File: src/rtl/imem_loader_pkg.sv
// Shared definitions for the instruction-memory loader: sizing, FSM state
// encoding and the big-endian byte-lane order used by the serializer.
package imem_loader_pkg;

  localparam int DEPTH          = 64;
  localparam int AW             = $clog2(DEPTH);
  localparam int CW             = 5;
  localparam int BYTES_PER_WORD = 4;

  typedef enum logic [1:0] {
    IDLE  = 2'd0,
    WAIT  = 2'd1,
    WRITE = 2'd2,
    FIN   = 2'd3
  } state_t;

  // Lane 3 (bits 31:24) goes to the lowest address, so the fetch side
  // finds op/rs at byte A and the immediate low byte at A+3.
  localparam int FIRST_LANE = 3;

  localparam logic [1:0] LAST_BYTE_IDX = 2'(BYTES_PER_WORD - 1);

endpackage

File: src/rtl/imem_loader_if.sv
// Loader bus: load request, instruction word stream and byte write port.
// The csum signal exists only when IMEM_LOADER_CSUM_EN is defined.
interface imem_loader_if #(
  parameter int AW = imem_loader_pkg::AW,
  parameter int CW = imem_loader_pkg::CW
) ();

  logic          start;
  logic [AW-1:0] base_addr;
  logic [CW-1:0] word_count;
  logic          in_valid;
  logic [31:0]   in_word;
  logic          in_ready;
  logic          mem_we;
  logic [AW-1:0] mem_addr;
  logic [7:0]    mem_wdata;
  logic          busy;
  logic          done;
  logic          err;
`ifdef IMEM_LOADER_CSUM_EN
  logic [15:0]   csum;

  modport master (
    output start, base_addr, word_count, in_valid, in_word,
    input  in_ready, mem_we, mem_addr, mem_wdata, busy, done, err, csum
  );

  modport slave (
    input  start, base_addr, word_count, in_valid, in_word,
    output in_ready, mem_we, mem_addr, mem_wdata, busy, done, err, csum
  );
`else
  modport master (
    output start, base_addr, word_count, in_valid, in_word,
    input  in_ready, mem_we, mem_addr, mem_wdata, busy, done, err
  );

  modport slave (
    input  start, base_addr, word_count, in_valid, in_word,
    output in_ready, mem_we, mem_addr, mem_wdata, busy, done, err
  );
`endif

endinterface

File: src/rtl/imem_loader_ser.sv
// 32-to-8 serializer: loads a word, then presents it one byte per shift,
// most significant byte first, with a 2-bit index of the byte on the output.
module imem_loader_ser
  import imem_loader_pkg::*;
(
  input  logic        clk,
  input  logic        rst,
  input  logic        load,
  input  logic        shift,
  input  logic [31:0] word,
  output logic [7:0]  lane_data,
  output logic [1:0]  byte_idx
);

  logic [31:0] shift_q;
  logic [1:0]  idx_q;

  // NOTE: the shift register is reset because its top byte drives mem_wdata
  // directly, and the write data bus must come out of reset at zero.
  always_ff @(posedge clk) begin
    if (rst) begin
      shift_q <= '0;
      idx_q   <= '0;
    end else if (load) begin
      shift_q <= word;
      idx_q   <= '0;
    end else if (shift) begin
      shift_q <= {shift_q[23:0], 8'h00};
      idx_q   <= idx_q + 2'd1;
    end
  end

  assign lane_data = shift_q[FIRST_LANE*8 +: 8];
  assign byte_idx  = idx_q;

endmodule

File: src/rtl/imem_loader.sv
// Program loader: accepts 32-bit words and writes them big-endian as four
// byte writes. Optional csum output enabled by IMEM_LOADER_CSUM_EN.
module imem_loader
  import imem_loader_pkg::*;
(
  input  logic         clk,
  input  logic         rst,
  imem_loader_if.slave bus
);

  localparam int EW = AW + CW + 1;

  state_t        state;
  logic [AW-1:0] addr;
  logic [CW-1:0] remaining;
  logic          in_ready_q;
  logic          mem_we_q;
  logic          busy_q;
  logic          done_q;
  logic          err_q;

  logic          ser_load;
  logic          ser_shift;
  logic [7:0]    ser_byte;
  logic [1:0]    byte_idx;

  logic [EW-1:0] end_addr;
  logic          start_ok;
  logic          last_byte;
  logic          last_word;

  // Computed wide enough that base + 4*count can never wrap.
  assign end_addr  = EW'(bus.base_addr) + EW'({bus.word_count, 2'b00});
  assign start_ok  = (bus.base_addr[1:0] == 2'b00) && (end_addr <= EW'(DEPTH));
  assign last_byte = (byte_idx == LAST_BYTE_IDX);
  assign last_word = (remaining == CW'(1));

  assign ser_load  = (state == WAIT) && bus.in_valid;
  assign ser_shift = (state == WRITE);

  imem_loader_ser u_ser (
    .clk       (clk),
    .rst       (rst),
    .load      (ser_load),
    .shift     (ser_shift),
    .word      (bus.in_word),
    .lane_data (ser_byte),
    .byte_idx  (byte_idx)
  );

  // NOTE: all state and registered outputs use non-blocking assignments so
  // every branch sees the pre-edge values, independent of statement order.
  always_ff @(posedge clk) begin
    if (rst) begin
      state      <= IDLE;
      addr       <= '0;
      remaining  <= '0;
      in_ready_q <= 1'b0;
      mem_we_q   <= 1'b0;
      busy_q     <= 1'b0;
      done_q     <= 1'b0;
      err_q      <= 1'b0;
    end else begin
      done_q <= 1'b0;
      err_q  <= 1'b0;
      unique case (state)
        IDLE: begin
          if (bus.start) begin
            if (!start_ok) begin
              err_q <= 1'b1;
            end else if (bus.word_count == '0) begin
              state  <= FIN;
              busy_q <= 1'b1;
              done_q <= 1'b1;
            end else begin
              addr       <= bus.base_addr;
              remaining  <= bus.word_count;
              state      <= WAIT;
              busy_q     <= 1'b1;
              in_ready_q <= 1'b1;
            end
          end
        end
        WAIT: begin
          if (bus.in_valid) begin
            state      <= WRITE;
            in_ready_q <= 1'b0;
            mem_we_q   <= 1'b1;
          end
        end
        WRITE: begin
          if (last_byte) begin
            remaining <= remaining - CW'(1);
            mem_we_q  <= 1'b0;
            if (last_word) begin
              state  <= FIN;
              done_q <= 1'b1;
            end else begin
              state      <= WAIT;
              in_ready_q <= 1'b1;
              addr       <= addr + AW'(1);
            end
          end else begin
            addr <= addr + AW'(1);
          end
        end
        FIN: begin
          state  <= IDLE;
          busy_q <= 1'b0;
        end
      endcase
    end
  end

  assign bus.in_ready  = in_ready_q;
  assign bus.mem_we    = mem_we_q;
  assign bus.mem_addr  = addr;
  assign bus.mem_wdata = ser_byte;
  assign bus.busy      = busy_q;
  assign bus.done      = done_q;
  assign bus.err       = err_q;

`ifdef IMEM_LOADER_CSUM_EN
  logic [15:0] csum_q;

  always_ff @(posedge clk) begin
    if (rst) begin
      csum_q <= '0;
    end else if ((state == IDLE) && bus.start && start_ok) begin
      csum_q <= '0;
    end else if (state == WRITE) begin
      csum_q <= csum_q + 16'(ser_byte);
    end
  end

  assign bus.csum = csum_q;
`endif

endmodule

File: src/flat_wrapper.sv
// flat-port wrapper written by rule: the top's interface ports become plain ports
module imem_loader_flat import imem_loader_pkg::*;
  (clk, rst, bus_start, bus_base_addr, bus_word_count, bus_in_valid, bus_in_word, bus_in_ready, bus_mem_we, bus_mem_addr, bus_mem_wdata, bus_busy, bus_done, bus_err);
  imem_loader_if bus_i ();
  input  logic clk;
  input  logic rst;
  input wire logic [$bits(bus_i.start)-1:0] bus_start;
  input wire logic [$bits(bus_i.base_addr)-1:0] bus_base_addr;
  input wire logic [$bits(bus_i.word_count)-1:0] bus_word_count;
  input wire logic [$bits(bus_i.in_valid)-1:0] bus_in_valid;
  input wire logic [$bits(bus_i.in_word)-1:0] bus_in_word;
  output wire logic [$bits(bus_i.in_ready)-1:0] bus_in_ready;
  output wire logic [$bits(bus_i.mem_we)-1:0] bus_mem_we;
  output wire logic [$bits(bus_i.mem_addr)-1:0] bus_mem_addr;
  output wire logic [$bits(bus_i.mem_wdata)-1:0] bus_mem_wdata;
  output wire logic [$bits(bus_i.busy)-1:0] bus_busy;
  output wire logic [$bits(bus_i.done)-1:0] bus_done;
  output wire logic [$bits(bus_i.err)-1:0] bus_err;
  assign bus_i.start = bus_start;
  assign bus_i.base_addr = bus_base_addr;
  assign bus_i.word_count = bus_word_count;
  assign bus_i.in_valid = bus_in_valid;
  assign bus_i.in_word = bus_in_word;
  assign bus_in_ready = bus_i.in_ready;
  assign bus_mem_we = bus_i.mem_we;
  assign bus_mem_addr = bus_i.mem_addr;
  assign bus_mem_wdata = bus_i.mem_wdata;
  assign bus_busy = bus_i.busy;
  assign bus_done = bus_i.done;
  assign bus_err = bus_i.err;
  imem_loader u_core (.clk(clk), .rst(rst), .bus(bus_i));
endmodule
File: config.mk
export PLATFORM = sky130hd
export DESIGN_NAME = imem_loader_flat
export DESIGN_NICKNAME = d
export VERILOG_FILES = /design/src/rtl/imem_loader_pkg.sv /design/src/rtl/imem_loader_if.sv /design/src/rtl/imem_loader_ser.sv /design/src/rtl/imem_loader.sv /design/src/flat_wrapper.sv
export SDC_FILE = /design/constraint.sdc
export NUM_CORES = 1
export LEC_CHECK = 0
export CORE_UTILIZATION = 44
export CTS_CLUSTER_DIAMETER = 40
export CTS_CLUSTER_SIZE = 40
export DETAILED_ROUTE_END_ITERATION = 8
export PLACE_DENSITY_LB_ADDON = 0.15
export RECOVER_POWER = 100
export SYNTH_ARGS = -nofsm -noshare
export SYNTH_HDL_FRONTEND = slang
export SYNTH_SLANG_ARGS = --single-unit
File: constraint.sdc
create_clock -name clk -period 2.6 [get_ports clk]
set_clock_uncertainty 0.1 [all_clocks]
set_input_delay 0.78 -clock clk [delete_from_list [all_inputs] [get_ports clk]]
set_output_delay 0.78 -clock clk [all_outputs]
set_load 0.02 [all_outputs]
======== Yosys cells after proc, flatten, opt, wreduce, memory -nomap -nowiden ========
Index checks and enable logic that the tools add are counted.
word-level totals
  register bits after elaboration ......... 52
  input port bits ......................... 47
  output and inout bits ................... 19
cells by class
  multiplexer cells ....................... 40
  magnitude comparators ................... 1
  bitwise gates (word level) .............. 2
  reduce and logical (&&, ||, !) cells .... 18
  equal/unequal tests ..................... 12
  add/sub/neg operators ................... 4
operator list
  kind                                                             count
  2-to-1 mux 32 bit                                                2
  2-to-1 mux 6 bit                                                 5
  2-to-1 mux 5 bit                                                 4
  2-to-1 mux 1 bit                                                 16
  less-or-equal comparator 12 x 7 -> 1 bit, second input constant  1
  2-to-1 mux 2 bit                                                 6
  case mux 6 bit (2 select lines)                                  1
  inequality test 2 bit, second input constant                     5
  case mux 5 bit (2 select lines)                                  1
  AND reduction 5 bit                                              2
  adder 6 x 7 -> 8 bit                                             1
  case mux 2 bit (4 select lines)                                  1
  nonzero test 2 bit                                               4
  AND reduction 7 bit                                              1
  adder 6 x 1 -> 6 bit, second input constant                      1
  equality test 2 bit, second input constant                       3
  case mux 1 bit (2 select lines)                                  3
  AND reduction 3 bit                                              2
  equality test 5 x 1 -> 1 bit, second input constant              1
  logical NOT 5 bit                                                1
  subtractor 5 x 1 -> 5 bit, second input constant                 1
  logical NOT 2 bit                                                2
  AND reduction 4 bit                                              1
  inequality test 3 bit, second input constant                     1
  other kinds (9)                                                  11

======== Depth between registers and ports, before layout ========
Gate-level depths: netlist of run 1.
  depth in word-level cells ............... 6
  gate-level depth with buffers ........... 9
  gate-level depth less buffers ........... 8

======== By module ========
A second synthesis of run 1 with hierarchy kept.
second synthesis, totals
  cell total of the unflattened synthesis .. 325
  area total of the unflattened synthesis .. 2896.5 um2
by module, submodules not included
  module           area an instance (um2)  cells each  instances
  imem_loader_ser  1571.5                  158         1
  imem_loader      1325.0                  167         1

======== Worst setup path before layout of run 1 ========
Ideal clock, no wire load.
  kind .................................... input-to-reg
  start ................................... in bus_word_count[0]
  end ..................................... reg u_core.addr[2], in the netlist u_core.bus.mem_addr[2]
  path buffers ............................ 1
  arrival time ............................ 2.604 ns
  path slack .............................. -0.174 ns
  cell stages on the path ................. 9
  setup time .............................. 0.070 ns
  path through ............................ ha_1 fa_1 nor4_2 and3_1 o2111ai_2 and2_4 buf_6 o31a_1 a21oi_1
between the ends
  longest elaborated chain between the ends .. 5
  elaborated cells on any way between the ends .. 7
ends and longest elaborated chain
  what                                      RTL line            text
  start: declaration                        flat_wrapper.sv:9   input wire logic [$bits(bus_i.word_count)-1:0] bus_word_count;
  adder 6 x 7 -> 8 bit                      imem_loader.sv:33   assign end_addr = EW'(bus.base_addr) + EW'({bus.word_count, 2'b00});
  less-or-equal comparator 12 x 7 -> 1 bit  imem_loader.sv:34   assign start_ok = (bus.base_addr[1:0] == 2'b00) && (end_addr <= EW'(DEPTH));
  logical AND 1 bit                         imem_loader.sv:34
  inequality test 2 x 1 -> 1 bit (no line)  n/a
  AND reduction 5 bit (no line) *           n/a
  end signal: assignment                    imem_loader.sv:76   addr <= bus.base_addr;
  end signal: assignment                    imem_loader.sv:101  addr <= addr + AW'(1);
  end signal: assignment                    imem_loader.sv:104  addr <= addr + AW'(1);
  end: declaration                          imem_loader.sv:14   logic [AW-1:0] addr;
Mark *: on every way between the ends. The rest lies on a longest branch, timed or not.
A chain may end at the register's enable or synchronous reset.

======== Worst setup path in the final report of run 1 ========
  start ................................... in bus_word_count[0]
  end ..................................... reg u_core.remaining[3]
between the ends
  longest elaborated chain between the ends .. 5
  elaborated cells on any way between the ends .. 7
ends and longest elaborated chain
  what                                      RTL line           text
  adder 6 x 7 -> 8 bit                      imem_loader.sv:33
  less-or-equal comparator 12 x 7 -> 1 bit  imem_loader.sv:34
  logical AND 1 bit                         imem_loader.sv:34
  inequality test 2 x 1 -> 1 bit (no line)  n/a
  AND reduction 5 bit (no line) *           n/a
  end signal: assignment                    imem_loader.sv:77  remaining <= bus.word_count;
  end signal: assignment                    imem_loader.sv:93  remaining <= remaining - CW'(1);
  end: declaration                          imem_loader.sv:15  logic [CW-1:0] remaining;
Marked as above.

==> results.cfg, run 1 <==
[status]
status = finished with violations
violations = negative setup slack

[floorplanning]
rows = 27
start_util_pct = 47.0
fp.coreArea_mm2 = 0.00564
die_h_um = 79.6
ios = 66
fp.dieArea_mm2 = 0.00634
die_width_um = 79.6

[routing]
wl_per_cell_um = 14.7
wirelength_um = 6770
num_vias = 2526
dr.first_iter.drc_count = 205
drc = 0
postRouteAntennaNets = 0
via_per_inst = 5.48
drt_first_pass_iters = 4

[placed_design]
dp_hpwl_um = 4710
placed_cells = 448
port_buffers = 65
place.gp.congestion = 0.851

[power]
seq_power_share_pct = 53.3
p_int_uw = 1160
combPwrFrac_pct = 15.6
power_switching_uw = 374
p_clk_share_pct = 31.0
peakVddDrop_mv = 0.357
leakagePower_uw = 0.00133
swShare_pct = 24.4
powerDensity_mw_per_mm2 = 428

[job]
maxCapViolations = 0

[layout]
antennaDiodeCount = 0
multi_input_comb_area_mm2 = 0.00149
register_area_mm2 = 0.00104
fill_cells = 490
drive_above_1_share_pct = 14.7
fin_nets = 444
synthToLayoutAreaGrowth_pct = 34.9
stdcell_count = 461

[synthesis]
synth_area_mm2 = 0.00265
async_reset_ff_share_pct = 0
synth_cells = 321
ys_types = 55
yosysTopAreaCell = dfxtp_1
yosysSeqAreaShare_pct = 39.3
synth-edff-count = 0
synth_area_leaders = dfxtp_1 (39%), a21oi_1 (8.7%), nand2_1 (7.2%)
yosysWarnings = 0
synth_top_area_share_pct = 39.3
synth.avg_cell_area_um2 = 8.26
syn-num-nets = 377
yosys_most_used_dff = dfxtp_1
synth-seq-cells = 52

[global_route]
grt_pass1_vias = 2262
grt_pass1_wl_um = 10800
grt_start_max_net_pins = 34
antenna_found_initial = 0
track_usage_pct = 21.9
overflow = 0

[clocking]
clk_pin_slew_worst_paths_ps = 90
cts_tree = built
cts.path.max_buffers = 2
cts_sinks = 52
clock-root-buffer = clkbuf_8
cts_max_level = 2
cts_inserted_buffers = 5
clk_latency_ps = 300

[sta]
slew_headroom_pct = 50.9
tightestPinTransition_ps = 726
post-route-period-util_pct = 101
min_period_ps = 2630
slew_viol_final = 0
hold_viol = 0
setup_ws_ps = -30.2
max_freq_mhz = 380
rsz0062_at_grt = true
finalSetupViolCount = 5
hold_slack_ps = 355

[critical_path]
max_stage_delay_ps = 540
critPathKind = primary input to flop
cp.required_ps = 2670
crit_path_end_kind = flop
startpoint_type = primary input
crit_fanout = 8
crit_chain = buf_8, ha_4, fa_1, nor4_4, and3_1, o2111ai_2, and2_4, o21bai_4, o32ai_2
cp.arrival_ps = 2700
critPathSlowestCell = fa_1

[min_path]
hold_path.class = flop to flop
-- power groups by stage --
stage                     clock network, µW  logic [µW]  registers [µW]
after floorplan                           0        99.3             838
after global placement                    0         218             835
after detailed placement                  0         220             836
after CTS                               492         228             817
after global routing                    524         261             819
final                                   475         240             817
-- layout by cell type, fill, tap and decap left out, types with 4 or more instances in the layout --
master / count
dfxtp_1: 52
dlygate4sd3_1: 20
o22ai_1: 5
clkbuf_8: 6
inv_1: 8
a22oi_1: 25
dlygate4sd2_1: 4
nand2_1: 50
clkdlybuf4s50_1: 36
nand3_1: 15
a21oi_1: 46
and3_1: 4
ha_1: 5
buf_4: 22
nor2_1: 16
-- worst max-delay path, delay by kind of cell --
family / cells / cell delay [ps]
simple gates: 3 / 650
compound gates: 3 / 480
buf+inv: 1 / 100
fa+ha+maj: 2 / 690
-- synthesized netlist by cell type (2+ instances only) --
cell type and n:
a21oi_1 46, or4_1 2, dfxtp_1 52, a211oi_1 2
o2111ai_2 2, o21ai_1 2, nand2_1 51, nor2b_1 2
clkbuf_1 10, buf_2 7, o31a_1 3, o22ai_1 6
and3_1 4, a21oi_2 2, a22oi_1 25, inv_1 8
or2_2 3, nand2b_1 3, nor3_1 3, ha_1 8
o211ai_1 2, o21ai_0 3, nand3_1 15, nor2_1 16
o31ai_1 3, buf_4 10, xnor2_1 2, o32ai_1 2
-- cells by family after synthesis --
logic type                 after synthesis  synth area share (%)
buffers and inverters                   38                  7.41
and+or+nand+nor                        109                  19.4
DFF                                     52                  39.3
muxes                                    1                 0.378
AOI/OAI and AO/OA                      110                  28.4
xor gates and xnor gates                 2                 0.661
adders and majority gates                9                  4.53
-- final cells by class --
type | instances | share of cell area (%)
multi-input cells | 231 | 41.7
flip-flops and latches | 52 | 29.1
well taps | 72 | 2.52
repair buffers | 89 | 23.1
clock inverters | 1 | 0.210
inverters | 9 | 0.945
clock buffers | 7 | 2.41
-- registers in the layout (all words and copies together) (netlist names) --
signal                 cells
u_core.remaining           5
u_core.u_ser.byte_idx      2
u_core.bus.mem_addr        6
u_core.bus.busy            1
u_core.bus.in_ready        1
u_core.u_ser.shift_q      32
u_core.bus.mem_we          1
u_core.bus.err             1
u_core.bus.done            1
u_core.state               2
-- metrics by stage --
step | power (µW) | setup WS, ps | setup TNS [ps] | instance area (µm²) | util [%]
2_1_floorplan | 937 | -103 | -719 | 2660 | -
3_5_place_dp | 1060 | -719 | -10330 | 3390 | 60.1
3_3_place_gp | 1050 | -627 | -9000 | 3390 | 60.1
5_1_grt | 1600 | -118 | -850 | 3580 | 63.4
4_1_cts | 1540 | 18.2 | 0 | 3530 | 62.5
6_report | 1530 | -30.2 | -100 | 3580 | 63.4
-- layer usage --
layer	up-vias	GRT usage (%)	routed length (µm)
met4	0	6.73	101
met1	1155	32.3	3260
met2	76	32.1	3010
met5	-	0	0
met3	10	3.89	404
li1	1285	-	-
-- worst paths after layout --
| path | from | end | slack (ps) | depth (start not counted) |
|---|---|---|---|---|
| setup / recovery | bus_word_count[0] | u_core.remaining[3]$_SDFFE_PP0P_ | -30 | 9 |
| hold / removal | u_core.u_ser.shift_q[25]$_SDFFE_PP0P_ | u_core.u_ser.shift_q[25]$_SDFFE_PP0P_ | 360 | 2 |
| setup reg to reg | u_core.state[0]$_SDFFE_PP0P_ | u_core.u_ser.shift_q[23]$_SDFFE_PP0P_ | 490 | 6 |
| hold reg to reg | u_core.u_ser.shift_q[25]$_SDFFE_PP0P_ | u_core.u_ser.shift_q[25]$_SDFFE_PP0P_ | 360 | 2 |
-- what timing repair did --
item	in CTS	in global routing
resized for setup	15	12
endpoints found under the setup margin	16	11
hold buffers	0	0
pin swaps	8	6
buffers inserted	3	2
(Power assumes the default switching activity.)
==> run 2, diff against run 1 <==
CAP_MARGIN = 0   (was not set)
CORE_UTILIZATION = 49   (was 44)
clock period = 2.88 ns   (was 2.6 ns; I/O delays follow)
==> run 2 against run 1 <==
  * The flow now finishes without violations
  * Worst hold slack got worse by 1.5 ps
  * Via count increased by 1.0%
  * First-iteration DRC count increased by 32%
  * Critical path depth unchanged
  * Critical endpoint is now u_core.bus.mem_addr[3]$_SDFFE_PP0P_
  * Critical path type unchanged
==> results.cfg, run 2 (synthesized netlist as in run 1, its figures left out) <==
[critical_path]
crit_path_end_kind = flop
cp.arrival_ps = 2860
cp.required_ps = 2960
critPathKind = primary input to flop
crit_fanout = 4
startpoint_type = primary input

[power]
powerDensity_mw_per_mm2 = 387
peakVddDrop_mv = 0.267
swShare_pct = 24.0
p_clk_share_pct = 31.1
leakagePower_uw = 0.00132
power_switching_uw = 328
seq_power_share_pct = 54.0
p_int_uw = 1040
combPwrFrac_pct = 14.9

[floorplanning]
die_width_um = 75.5
rows = 26
start_util_pct = 51.2
fp.dieArea_mm2 = 0.00571
die_h_um = 75.5
ios = 66
fp.coreArea_mm2 = 0.00517

[global_route]
overflow = 0
busiest_layer = met2
gr-usage-met3_pct = 3.97
grt_util_met1_pct = 33.5
grt_pass1_wl_um = 10000
track_usage_pct = 23.0
grt_pass1_vias = 2192
antenna_found_initial = 0
grt_start_max_net_pins = 34
met2_usage_pct = 35.6

[layout]
register_area_mm2 = 0.00104
synthToLayoutAreaGrowth_pct = 33.0
largest_reg_flops = 32
fill_cells = 442
antennaDiodeCount = 0
final_cell_mix = dfxtp_1 (52), nand2_1 (51), a21oi_1 (45)
largest-register = u_core.u_ser.shift_q
drive_above_1_share_pct = 14.2
final_common_cell = dfxtp_1
multi_input_comb_area_mm2 = 0.00146
fin_nets = 443
stdcell_count = 458

[clocking]
clock-root-buffer = clkbuf_8
clk_latency_ps = 300
cts.path.max_buffers = 2
cts_max_level = 2
cts_tree = built
clk_pin_slew_worst_paths_ps = 90
cts_sinks = 52
cts_inserted_buffers = 5

[sta]
tightestPinTransition_ps = 722
finalSetupViolCount = 0
max_freq_mhz = 359
slew_viol_final = 0
hold_slack_ps = 354
slew_headroom_pct = 51.2
hold_viol = 0
post-route-period-util_pct = 96.6
min_period_ps = 2780

[placed_design]
dp_hpwl_um = 4680
port_buffers = 65
placed_cells = 446
place.gp.congestion = 0.866

[routing]
drc = 0
wirelength_um = 6550
dr.first_iter.drc_count = 270
num_vias = 2552
via_per_inst = 5.57
drt_first_pass_iters = 4
wl_per_cell_um = 14.3
postRouteAntennaNets = 0

[min_path]
hold_path.class = flop to flop

[job]
maxCapViolations = 0

[status]
status = completed
==> run 2: cell types whose count changed in the layout (fill, tap and decap cells not counted), sizes merged <==
cell	delta
dlygate4sd2	-4
clkdlybuf4s50	+2
clkbuf	+2
dlymetal6s2s	+2
buf	-3
==> run 2: cell type report <==
class,instances,share of cell area [%]
clock buffer,7,2.45
clock inverter,1,0.213
inverter,9,0.958
multi-input combinational,231,41.3
sequential,52,29.5
tap,70,2.48
timing repair buffer,88,23.1
==> run 2: routing by layer <==
layer	vias to the layer above	routed length [µm]
li1	1279	-
met2	74	3010
met4	0	52
met1	1191	3210
met3	8	281
met5	-	0
==> run 2: critical path, cell delays in order <==
cell and delay (ps):
clkdlybuf4s50_1 440, ha_2 410, nand3_1 120, and3_1 220, o2111ai_2 210, nand2_1 140
a21oi_4 200, buf_4 160, o22ai_1 90
==> run 2: what timing repair did <==
item	CTS	global route
gates resized for setup	3	14
hold buffers	0	0
setup endpoints to repair	13	11
gates cloned	0	0
setup buffers	2	2
pin swaps	6	9
==> run 2: power groups by stage <==
stage,Combinational [µW],Clock [µW],Sequential [µW]
6_report,204,424,737
2_1_floorplan,88.6,0,756
5_1_grt,221,465,739
3_3_place_gp,196,0,754
4_1_cts,197,432,737
3_5_place_dp,196,0,754
==> run 2: worst paths after layout <==
kind	start	endpoint	slack [ps]	cells past startpoint
worst max register to register	u_core.state[0]$_SDFFE_PP0P_	u_core.u_ser.shift_q[13]$_SDFFE_PP0P_	730	6
worst min-delay path	u_core.u_ser.shift_q[26]$_SDFFE_PP0P_	u_core.u_ser.shift_q[26]$_SDFFE_PP0P_	350	2
worst min register to register	u_core.u_ser.shift_q[26]$_SDFFE_PP0P_	u_core.u_ser.shift_q[26]$_SDFFE_PP0P_	350	2
worst max-delay path	bus_base_addr[5]	u_core.bus.mem_addr[3]$_SDFFE_PP0P_	100	9
==> run 2: metrics by stage <==
| step | setup WS [ps] | instance area (µm²) | total power (µW) | util, % | TNS [ps] |
|---|---|---|---|---|---|
| floorplan | 21.9 | 2650 | 845 | - | 0 |
| global placement | -435 | 3370 | 950 | 65.1 | -5750 |
| detailed placement | -506 | 3370 | 950 | 65.1 | -6760 |
| CTS | 34.7 | 3470 | 1370 | 67.2 | 0 |
| global route | -15.0 | 3520 | 1430 | 68.1 | -34.2 |
| finish | 98.2 | 3520 | 1370 | 68.1 | 0 |
==> run 3, diff against run 2 <==
CORE_MARGIN = 2   (was not set)
CORE_UTILIZATION = 53   (was 49)
clock period = 3.2 ns   (was 2.88 ns; I/O delays follow)
==> run 3 against run 2 <==
  * Cell area decreased by 3.3%
  * Sequential cell count unchanged
  * Combinational power decreased by 13%
  * Highest routed layer unchanged
  * Clock-buffer cell count decreased by 1
  * Power decreased by 11%
==> results.cfg, run 3 (synthesized netlist as in run 1, its figures left out) <==
[critical_path]
rr_endpoint = u_core.remaining[3]$_SDFFE_PP0P_
endpoint = u_core.bus.mem_addr[2]$_SDFFE_PP0P_
crit_path_end_kind = flop
worstReg2RegStart = u_core.state[1]$_SDFFE_PP0P_
r2r_setup_slack_ps = 650
cp.required_ps = 3340
ff2ff_path_depth = 6
crit_start = bus_word_count[0]
cp.arrival_ps = 3260
startpoint_type = primary input
critPathKind = primary input to flop
crit_fanout = 8

[clocking]
cts_inserted_buffers = 5
cts.path.max_buffers = 2
clk_latency_ps = 310
cts_sinks = 52
clock-root-buffer = clkbuf_8
cts_tree = built
cts-hold-fix-buffers = 0
clk_pin_slew_worst_paths_ps = 90
cts_max_level = 2

[placed_design]
dp_hpwl_um = 4580
placed_cells = 436
port_buffers = 65
place.gp.congestion = 0.862

[sta]
hold_slack_ps = 357
hold_viol = 0
tightestPinTransition_ps = 812
slew_viol_final = 0
post-route-period-util_pct = 97.3
min_period_ps = 3110
finalSetupViolCount = 0
slew_headroom_pct = 45.1
max_freq_mhz = 321

[floorplanning]
fp.coreArea_mm2 = 0.00479
die_h_um = 74.7
ios = 66
rows = 25
fp.dieArea_mm2 = 0.00558
die_width_um = 74.7
start_util_pct = 55.4

[job]
maxCapViolations = 0

[global_route]
overflow = 0
track_usage_pct = 24.2
grt_pass1_wl_um = 10700
grt_pass1_vias = 2279
antenna_found_initial = 0
grt_start_max_net_pins = 36

[layout]
largest-register = u_core.u_ser.shift_q
largest_reg_flops = 32
drive_above_1_share_pct = 10.3
final_cell_mix = dfxtp_1 (52), nand2_1 (50), a21oi_1 (46)
antennaDiodeCount = 0
synthToLayoutAreaGrowth_pct = 28.7
fin_nets = 433
stdcell_count = 445
final_common_cell = dfxtp_1

[min_path]
min_path_cells = 2
hold_path.class = flop to flop

[routing]
num_vias = 2509
wl_per_cell_um = 14.4
via_per_inst = 5.64
drc = 0
postRouteAntennaNets = 0
wirelength_um = 6420
drt_first_pass_iters = 5
dr.first_iter.drc_count = 153

[power]
powerDensity_mw_per_mm2 = 355
peakVddDrop_mv = 0.229
p_total_uw = 1210
leakagePower_uw = 0.00124

[status]
status = completed
-- run 3: cell count changes in the layout (fill, tap and decap cells not counted), moves of 2 or more --
cell | previous run | this run
ha_1 | 5 | 7
dlymetal6s2s_1 | 4 | 0
buf_4 | 21 | 11
clkdlybuf4s50_1 | 38 | 44
clkbuf_2 | 4 | 2
-- run 3: critical path: stages --
cell,delay (ps)
clkdlybuf4s50_1,510
ha_2,200
fa_1,450
nor4_4,170
and3_1,200
o2111ai_2,130
and2_4,240
o31a_1,280
a21oi_1,110
-- run 3: timing repair --
action                     in CTS  in global routing
setup endpoints to repair       0                 12
setup buffers                   0                  1
resized for setup               0                  3
-- run 3: how the worst min path moves through the flow --
stage | startpoint | end | slack [ps]
final | u_core.u_ser.shift_q[27]$_SDFFE_PP0P_ | u_core.u_ser.shift_q[27]$_SDFFE_PP0P_ | 360
after global routing | u_core.u_ser.shift_q[25]$_SDFFE_PP0P_ | u_core.u_ser.shift_q[25]$_SDFFE_PP0P_ | 380
after CTS | u_core.u_ser.shift_q[20]$_SDFFE_PP0P_ | u_core.u_ser.shift_q[20]$_SDFFE_PP0P_ | 360
after detailed placement | u_core.u_ser.shift_q[20]$_SDFFE_PP0P_ | u_core.u_ser.shift_q[20]$_SDFFE_PP0P_ | 350
after global placement | u_core.u_ser.shift_q[25]$_SDFFE_PP0P_ | u_core.u_ser.shift_q[25]$_SDFFE_PP0P_ | 340
after floorplan | u_core.u_ser.shift_q[24]$_SDFFE_PP0P_ | u_core.u_ser.shift_q[24]$_SDFFE_PP0P_ | 340
-- run 3: layout make-up --
cell class                      count  area [µm²]
Inverter                            9        33.8
Timing Repair Buffer               78         738
Clock buffer                        6        72.6
Sequential cell                    52        1040
Clock inverter                      2        13.8
Tap cell                           67        83.8
Fill cell                         389        1380
Multi-Input combinational cell    231        1430
-- run 3: through the flow --
step	setup TNS [ps]	cell area, µm²	utilization (%)	setup WS (ps)
after global placement	-2090	3310	69.2	-199
after global routing	-11.1	3410	71.2	-11.1
final	0	3410	71.2	86.3
after CTS	0	3400	71.0	49.5
after floorplan	0	2650	-	246
after detailed placement	-3260	3310	69.2	-286
-- run 3: power breakdown --
part | total [µW] | switching, µW | leakage (µW) | internal, µW
clock | 369 | 212 | 0.0000456 | 156
sequential | 664 | 7.55 | 0.000420 | 656
combinational | 177 | 80.5 | 0.000775 | 96.6
total | 1210 | 301 | 0.00124 | 909
-- run 3: routing by layer --
layer,up-vias,global-route usage (%),wire [µm]
met2,79,36.1,2910
met3,8,4.55,373
li1,1263,-,-
met5,-,0,0
met1,1159,36.4,3060
met4,0,5.56,78
